### src/rtl/hazard_control_unit_if.sv
// hazard_control_unit_if: pipeline-register fields consumed by the hazard unit and the
// stall/flush/forward controls it returns.
interface hazard_control_unit_if #(
    parameter int CNT_W = 16
);
    logic [4:0]       id_rs_addr;
    logic [4:0]       id_rt_addr;
    logic             id_uses_rt;
    logic [4:0]       ex_rs_addr;
    logic [4:0]       ex_rt_addr;
    logic [4:0]       ex_dest_addr;
    logic             ex_reg_write;
    logic             ex_mem_read;
    logic             ex_mul_start;
    logic             ex_branch_taken;
    logic [4:0]       mem_dest_addr;
    logic             mem_reg_write;
    logic [4:0]       wb_dest_addr;
    logic             wb_reg_write;
    logic             pc_write;
    logic             ifid_write;
    logic             ifid_flush;
    logic             idex_bubble;
    logic             idex_hold;
    logic [1:0]       fwd_a;
    logic [1:0]       fwd_b;
    logic             busy;
    logic [CNT_W-1:0] stall_cnt;
    logic [CNT_W-1:0] flush_cnt;

    modport master (
        output id_rs_addr, id_rt_addr, id_uses_rt, ex_rs_addr, ex_rt_addr, ex_dest_addr,
               ex_reg_write, ex_mem_read, ex_mul_start, ex_branch_taken,
               mem_dest_addr, mem_reg_write, wb_dest_addr, wb_reg_write,
        input  pc_write, ifid_write, ifid_flush, idex_bubble, idex_hold, fwd_a, fwd_b,
               busy, stall_cnt, flush_cnt
    );
    modport slave (
        input  id_rs_addr, id_rt_addr, id_uses_rt, ex_rs_addr, ex_rt_addr, ex_dest_addr,
               ex_reg_write, ex_mem_read, ex_mul_start, ex_branch_taken,
               mem_dest_addr, mem_reg_write, wb_dest_addr, wb_reg_write,
        output pc_write, ifid_write, ifid_flush, idex_bubble, idex_hold, fwd_a, fwd_b,
               busy, stall_cnt, flush_cnt
    );
endinterface

### src/rtl/hazard_control_unit.sv
// hazard_control_unit: stall/bubble/flush/forward control for a 5-stage MIPS pipeline,
// with multi-cycle multiply and branch-flush sequencing and saturating statistics.
module hazard_control_unit #(
    parameter int MUL_LATENCY  = 4,
    parameter int FLUSH_CYCLES = 1,
    parameter int CNT_W        = 16
) (
    input logic                 clk,
    input logic                 rst,
    hazard_control_unit_if.slave hz
);
    typedef enum logic [1:0] {RUN, MUL_BUSY, FLUSH} state_t;
    localparam int CMAX = (MUL_LATENCY > FLUSH_CYCLES) ? MUL_LATENCY : FLUSH_CYCLES;
    localparam int CW   = $clog2(CMAX + 1);

    state_t           state_q, state_d;
    logic [CW-1:0]    cnt_q, cnt_d;
    logic [CNT_W-1:0] stall_cnt_q, stall_cnt_d, flush_cnt_q, flush_cnt_d;
    logic             load_use, pc_write, ifid_write, ifid_flush, idex_bubble, idex_hold, busy;
    logic [1:0]       fwd_a, fwd_b;

    function automatic logic [1:0] fwd_sel(input logic [4:0] src, input logic [4:0] m_dst,
                                           input logic m_we, input logic [4:0] w_dst,
                                           input logic w_we);
        return (m_we && m_dst != 5'd0 && m_dst == src) ? 2'b10 :
               (w_we && w_dst != 5'd0 && w_dst == src) ? 2'b01 : 2'b00;
    endfunction

    assign load_use = hz.ex_mem_read && hz.ex_dest_addr != 5'd0 &&
                      (hz.ex_dest_addr == hz.id_rs_addr ||
                       (hz.id_uses_rt && hz.ex_dest_addr == hz.id_rt_addr));

    always_ff @(posedge clk or negedge rst) begin
        if (!rst) begin
            state_q     <= RUN;
            cnt_q       <= '0;
            stall_cnt_q <= '0;
            flush_cnt_q <= '0;
        end else begin
            state_q     <= state_d;
            cnt_q       <= cnt_d;
            stall_cnt_q <= stall_cnt_d;
            flush_cnt_q <= flush_cnt_d;
        end
    end

    always_comb begin
        state_d = state_q;
        cnt_d   = cnt_q;
        case (state_q)
            RUN: begin
                if (hz.ex_branch_taken) begin
                    if (FLUSH_CYCLES > 1) begin
                        state_d = FLUSH;
                        cnt_d   = CW'(FLUSH_CYCLES - 2);
                    end
                end else if (hz.ex_mul_start) begin
                    state_d = MUL_BUSY;
                    cnt_d   = CW'(MUL_LATENCY - 2);
                end
            end
            default: begin
                if (cnt_q == '0) state_d = RUN;
                else cnt_d = cnt_q - CW'(1);
            end
        endcase
    end

    // Reset forces the quiet control set regardless of what the pipeline presents.
    always_comb begin
        pc_write    = 1'b1;
        ifid_write  = 1'b1;
        ifid_flush  = 1'b0;
        idex_bubble = 1'b0;
        idex_hold   = 1'b0;
        busy        = 1'b0;
        fwd_a       = 2'b00;
        fwd_b       = 2'b00;
        if (rst) begin
            fwd_a = fwd_sel(hz.ex_rs_addr, hz.mem_dest_addr, hz.mem_reg_write,
                            hz.wb_dest_addr, hz.wb_reg_write);
            fwd_b = fwd_sel(hz.ex_rt_addr, hz.mem_dest_addr, hz.mem_reg_write,
                            hz.wb_dest_addr, hz.wb_reg_write);
            case (state_q)
                RUN: begin
                    if (hz.ex_branch_taken) begin
                        ifid_flush  = 1'b1;
                        idex_bubble = 1'b1;
                    end else if (hz.ex_mul_start) begin
                        pc_write   = 1'b0;
                        ifid_write = 1'b0;
                        idex_hold  = 1'b1;
                    end else if (load_use) begin
                        pc_write    = 1'b0;
                        ifid_write  = 1'b0;
                        idex_bubble = 1'b1;
                    end
                end
                MUL_BUSY: begin
                    pc_write   = 1'b0;
                    ifid_write = 1'b0;
                    idex_hold  = 1'b1;
                    busy       = 1'b1;
                end
                default: begin
                    ifid_flush  = 1'b1;
                    idex_bubble = 1'b1;
                    busy        = 1'b1;
                end
            endcase
        end
    end

    always_comb begin
        stall_cnt_d = (!pc_write && !(&stall_cnt_q)) ? stall_cnt_q + CNT_W'(1) : stall_cnt_q;
        flush_cnt_d = (state_q == RUN && hz.ex_branch_taken && !(&flush_cnt_q)) ?
                      flush_cnt_q + CNT_W'(1) : flush_cnt_q;
    end

    assign hz.pc_write    = pc_write;
    assign hz.ifid_write  = ifid_write;
    assign hz.ifid_flush  = ifid_flush;
    assign hz.idex_bubble = idex_bubble;
    assign hz.idex_hold   = idex_hold;
    assign hz.busy        = busy;
    assign hz.fwd_a       = fwd_a;
    assign hz.fwd_b       = fwd_b;
    assign hz.stall_cnt   = stall_cnt_q;
    assign hz.flush_cnt   = flush_cnt_q;
endmodule

### src/flat_wrapper.sv
// flat-port wrapper written by rule: the top's interface ports become plain ports
module hazard_control_unit_flat 
#(
    parameter int MUL_LATENCY  = 4,
    parameter int FLUSH_CYCLES = 1,
    parameter int CNT_W        = 16
)
  (clk, rst, hz_id_rs_addr, hz_id_rt_addr, hz_id_uses_rt, hz_ex_rs_addr, hz_ex_rt_addr, hz_ex_dest_addr, hz_ex_reg_write, hz_ex_mem_read, hz_ex_mul_start, hz_ex_branch_taken, hz_mem_dest_addr, hz_mem_reg_write, hz_wb_dest_addr, hz_wb_reg_write, hz_pc_write, hz_ifid_write, hz_ifid_flush, hz_idex_bubble, hz_idex_hold, hz_fwd_a, hz_fwd_b, hz_busy, hz_stall_cnt, hz_flush_cnt);
  hazard_control_unit_if #(.CNT_W(CNT_W)) hz_i ();
  input logic clk;
  input logic rst;
  input wire logic [$bits(hz_i.id_rs_addr)-1:0] hz_id_rs_addr;
  input wire logic [$bits(hz_i.id_rt_addr)-1:0] hz_id_rt_addr;
  input wire logic [$bits(hz_i.id_uses_rt)-1:0] hz_id_uses_rt;
  input wire logic [$bits(hz_i.ex_rs_addr)-1:0] hz_ex_rs_addr;
  input wire logic [$bits(hz_i.ex_rt_addr)-1:0] hz_ex_rt_addr;
  input wire logic [$bits(hz_i.ex_dest_addr)-1:0] hz_ex_dest_addr;
  input wire logic [$bits(hz_i.ex_reg_write)-1:0] hz_ex_reg_write;
  input wire logic [$bits(hz_i.ex_mem_read)-1:0] hz_ex_mem_read;
  input wire logic [$bits(hz_i.ex_mul_start)-1:0] hz_ex_mul_start;
  input wire logic [$bits(hz_i.ex_branch_taken)-1:0] hz_ex_branch_taken;
  input wire logic [$bits(hz_i.mem_dest_addr)-1:0] hz_mem_dest_addr;
  input wire logic [$bits(hz_i.mem_reg_write)-1:0] hz_mem_reg_write;
  input wire logic [$bits(hz_i.wb_dest_addr)-1:0] hz_wb_dest_addr;
  input wire logic [$bits(hz_i.wb_reg_write)-1:0] hz_wb_reg_write;
  output wire logic [$bits(hz_i.pc_write)-1:0] hz_pc_write;
  output wire logic [$bits(hz_i.ifid_write)-1:0] hz_ifid_write;
  output wire logic [$bits(hz_i.ifid_flush)-1:0] hz_ifid_flush;
  output wire logic [$bits(hz_i.idex_bubble)-1:0] hz_idex_bubble;
  output wire logic [$bits(hz_i.idex_hold)-1:0] hz_idex_hold;
  output wire logic [$bits(hz_i.fwd_a)-1:0] hz_fwd_a;
  output wire logic [$bits(hz_i.fwd_b)-1:0] hz_fwd_b;
  output wire logic [$bits(hz_i.busy)-1:0] hz_busy;
  output wire logic [$bits(hz_i.stall_cnt)-1:0] hz_stall_cnt;
  output wire logic [$bits(hz_i.flush_cnt)-1:0] hz_flush_cnt;
  assign hz_i.id_rs_addr = hz_id_rs_addr;
  assign hz_i.id_rt_addr = hz_id_rt_addr;
  assign hz_i.id_uses_rt = hz_id_uses_rt;
  assign hz_i.ex_rs_addr = hz_ex_rs_addr;
  assign hz_i.ex_rt_addr = hz_ex_rt_addr;
  assign hz_i.ex_dest_addr = hz_ex_dest_addr;
  assign hz_i.ex_reg_write = hz_ex_reg_write;
  assign hz_i.ex_mem_read = hz_ex_mem_read;
  assign hz_i.ex_mul_start = hz_ex_mul_start;
  assign hz_i.ex_branch_taken = hz_ex_branch_taken;
  assign hz_i.mem_dest_addr = hz_mem_dest_addr;
  assign hz_i.mem_reg_write = hz_mem_reg_write;
  assign hz_i.wb_dest_addr = hz_wb_dest_addr;
  assign hz_i.wb_reg_write = hz_wb_reg_write;
  assign hz_pc_write = hz_i.pc_write;
  assign hz_ifid_write = hz_i.ifid_write;
  assign hz_ifid_flush = hz_i.ifid_flush;
  assign hz_idex_bubble = hz_i.idex_bubble;
  assign hz_idex_hold = hz_i.idex_hold;
  assign hz_fwd_a = hz_i.fwd_a;
  assign hz_fwd_b = hz_i.fwd_b;
  assign hz_busy = hz_i.busy;
  assign hz_stall_cnt = hz_i.stall_cnt;
  assign hz_flush_cnt = hz_i.flush_cnt;
  hazard_control_unit #(.MUL_LATENCY(MUL_LATENCY), .FLUSH_CYCLES(FLUSH_CYCLES), .CNT_W(CNT_W)) u_core (.clk(clk), .rst(rst), .hz(hz_i));
endmodule
### config.mk
export PLATFORM = sky130hd
export DESIGN_NAME = hazard_control_unit_flat
export DESIGN_NICKNAME = d
export VERILOG_FILES = /design/src/rtl/hazard_control_unit_if.sv /design/src/rtl/hazard_control_unit.sv /design/src/flat_wrapper.sv
export SDC_FILE = /design/constraint.sdc
export NUM_CORES = 1
export LEC_CHECK = 0
export BUFFER_PORTS_ARGS = -buffer_cell sky130_fd_sc_hd__buf_2
export CAP_MARGIN = 20
export CORE_MARGIN = 2
export CORE_UTILIZATION = 30
export DETAILED_ROUTE_END_ITERATION = 10
export PLACE_DENSITY = 0.65
export SYNTH_ARGS = -nofsm -noshare
export SYNTH_HDL_FRONTEND = slang
export SYNTH_SLANG_ARGS = --single-unit
### constraint.sdc
create_clock -name clk -period 4.5 [get_ports clk]
set_input_delay 0.225 -clock clk [delete_from_list [all_inputs] [get_ports clk]]
set_output_delay 0.225 -clock clk [all_outputs]
set_load 0.01 [all_outputs]
==> flow_metrics.tcl <==
set metrics [dict create \
    cts_tree "built" \
    synth_ff_type "dfrtp_1" \
    post_cts_resized 0 \
    drv_cap 0 \
    cp_slowest_cell "buf_2" \
    routed_wl_mm 5.00 \
    setup_slack_ps 2140 \
    async_flop_share_pct 100 \
    path_class "in2out" \
    max_freq_ghz 0.423 \
    dp_hpwl_mm 3.94 \
    cts_buffers 5 \
    total_power_uw 1250 \
    clockBufferDepth 2 \
    row_count 31 \
    critPathLaunchType "input pin" \
    syn-num-nets 258 \
    cpPeakStageDelay_ps 690 \
    die_w_um 89.4 \
    antenna_found_initial 0 \
    p_per_area_mw_per_mm2 435 \
    period_share_pct 52.5 \
    synthCells 210 \
    seq_area_frac_synth_pct 41.2 \
    use_met3_pct 3.51 \
    grt_usage_pct 13.1 \
    syn_area_mm2 0.00219 \
    grt_use_met2_pct 23.5 \
    finalHoldViolCount 0 \
    crit_top_cell "buf_2" \
    area_growth_pct 31.8 \
    drive_gt1_share_pct 34.9 \
    critical_path.endpoint_type "output pin" \
    ys_warn_count 0 \
    grt_util_met1_pct 15.2 \
    ys_top_cells_by_area "dfrtp_1 41%, xnor2_1 12%, xor2_1 11%" \
    timing.rr.end "u_core.hz.stall_cnt[1]" \
    ys_ff_latch 36 \
    p_leak_uw 0.00138 \
    htree_levels 2 \
    top_usage_layer "met2" \
    cts_setup_buffers 0 \
    rrSetupSlack_ps 2500 \
    dr.first_iter.drc_count 41 \
    tightest_slew_ps 925 \
    rsz0062_at_grt "no" \
    holdWs_ps 68.4 \
    grt_pass1_wl_mm 8.14 \
    crit_chain "buf_2 > o211ai_1 > or4_1 > nor4_1 > buf_2" \
    critPathMaxFanout 43 \
    ys_types 39 \
    synth_top_cell_area_share_pct 41.2 \
    globalplace.congestion 0.871 \
    synth.most_common_cell "dfrtp_1" \
    finClkSkew_ps 6.76 \
    slew_headroom_pct 38.4 \
    dpl_worst_slack_ps 2080 \
    syn_area_per_cell_um2 10.4 \
    grt_pass1_vias 1840 \
    gr-total-overflow 0 \
    drv_slew 0 \
    crit_arrival_ps 2140 \
    reg2reg_depth 6 \
    cp.required_ps 4280 \
    wl_per_cell_um 12.5 \
    path_clk_slew_ps 80 \
    outcome "finished clean" \
    clk_latency_ps 280 \
    fp.dieH_um 89.4 \
    synth_edf_count 0 \
    setup_viol 0 \
    synth_area_leader_cell "dfrtp_1" \
    postRouteAntennaNets 0 \
    boundaryPins 86 \
    drtPass1Iterations 4 \
    cts.hold.buffers_added 0 \
    synthTopCellsByCount "36 x dfrtp_1, 31 x xnor2_1, 27 x xor2_1" \
    final_cell_count_no_fill 400 \
    diodes 0 \
    rr_startpoint "u_core.hz.stall_cnt[0]" \
    cts-root-buf "clkbuf_8" \
    ir_worst_vdd_mv 0.201 \
    port_buffers 84 \
    grt_max_degree 44 \
    worst_hold_path_type "in2async" \
    vias 1870 \
    clock-sinks 36 \
    dieArea_mm2 0.00799 \
    period_minus_slack_ps 2360 \
    remaining_drc_errors 0 \
    dp.cells 392 \
    core_area_mm2 0.00714 \
    vias_per_cell 4.68 \
    nets 348 \
    setup-tns-final_ps 0 \
    start_util_pct 30.6 \
]
[flip-flops by register name, summed over array words and instances, names as in the netlist]
name and flops:
u_core.hz.flush_cnt 16, u_core.state_q 1, u_core.hz.stall_cnt 16, u_core.cnt_q 3
[worst max-delay path by stage]
stage	startpoint	end	slack, ps	cells past startpoint
finish	rst	hz_fwd_a[0]	2140	5
floorplan	u_core.hz.stall_cnt[0]	u_core.hz.stall_cnt[1]	2660	6
global route	rst	hz_fwd_b[0]	1900	5
detailed placement	rst	hz_fwd_a[0]	2080	5
global placement	rst	hz_fwd_b[0]	2120	5
CTS	rst	hz_fwd_a[0]	2070	5
[logic make-up after synthesis]
logic type	synth area share (%)
adder cells (fa/ha/maj)	2.29
XOR/XNOR	23.2
AO/OA/AOI/OAI	7.61
flip-flops	41.2
multiplexers	2.17
buffers and inverters	1.72
AND/OR/NAND/NOR	21.8
[layout make-up]
cell class                      count  area [um^2]
Timing Repair Buffer               84          420
Clock inverter                      3         90.1
Inverter                            8         30.0
Clock buffer                        5         68.8
Multi-Input combinational cell    165         1250
Tap cell                           99          124
Fill cell                         741         4250
Sequential cell                    36          901
[layout by cell type, fill, tap and decap left out, types with 3 or more instances in the layout]
cell / synthesis / final
buf_2: 0 / 84
dfrtp_1: 36 / 36
xnor2_1: 31 / 31
xor2_1: 27 / 27
nand4_1: 15 / 15
nand3_1: 14 / 14
nand2_1: 12 / 12
nor2_1: 9 / 9
inv_1: 7 / 7
and3_1: 7 / 7
nor4_1: 5 / 5
and2_1: 5 / 5
clkbuf_8: 0 / 5
or4_1: 4 / 4
nor3_1: 4 / 4
ha_1: 4 / 4
bufinv_16: 0 / 3
[metrics by stage]
step                util, %  instance area (um^2)
floorplan                 -                  2190
global placement       38.2                  2720
detailed placement     38.2                  2720
CTS                    40.4                  2880
global route           40.4                  2880
finish                 40.4                  2880
[per-layer routing]
layer | share of wire [%] | vias up
li1 | - | 916
met1 | 43 | 911
met2 | 51 | 41
met3 | 5.0 | 2
met4 | 0.54 | 0
met5 | 0 | -
[worst max-delay path: cells and delay by family]
| family | cells | cell delay [ps] |
|---|---|---|
| compound gates | 1 | 210 |
| buf+inv | 2 | 880 |
| simple gates | 2 | 790 |
[report_power, final]
group | switching [uW] | internal, uW
registers | 90.9 | 395
logic | 196 | 178
clock network | 116 | 277
Note: power is estimated with default switching activity, not from simulation.
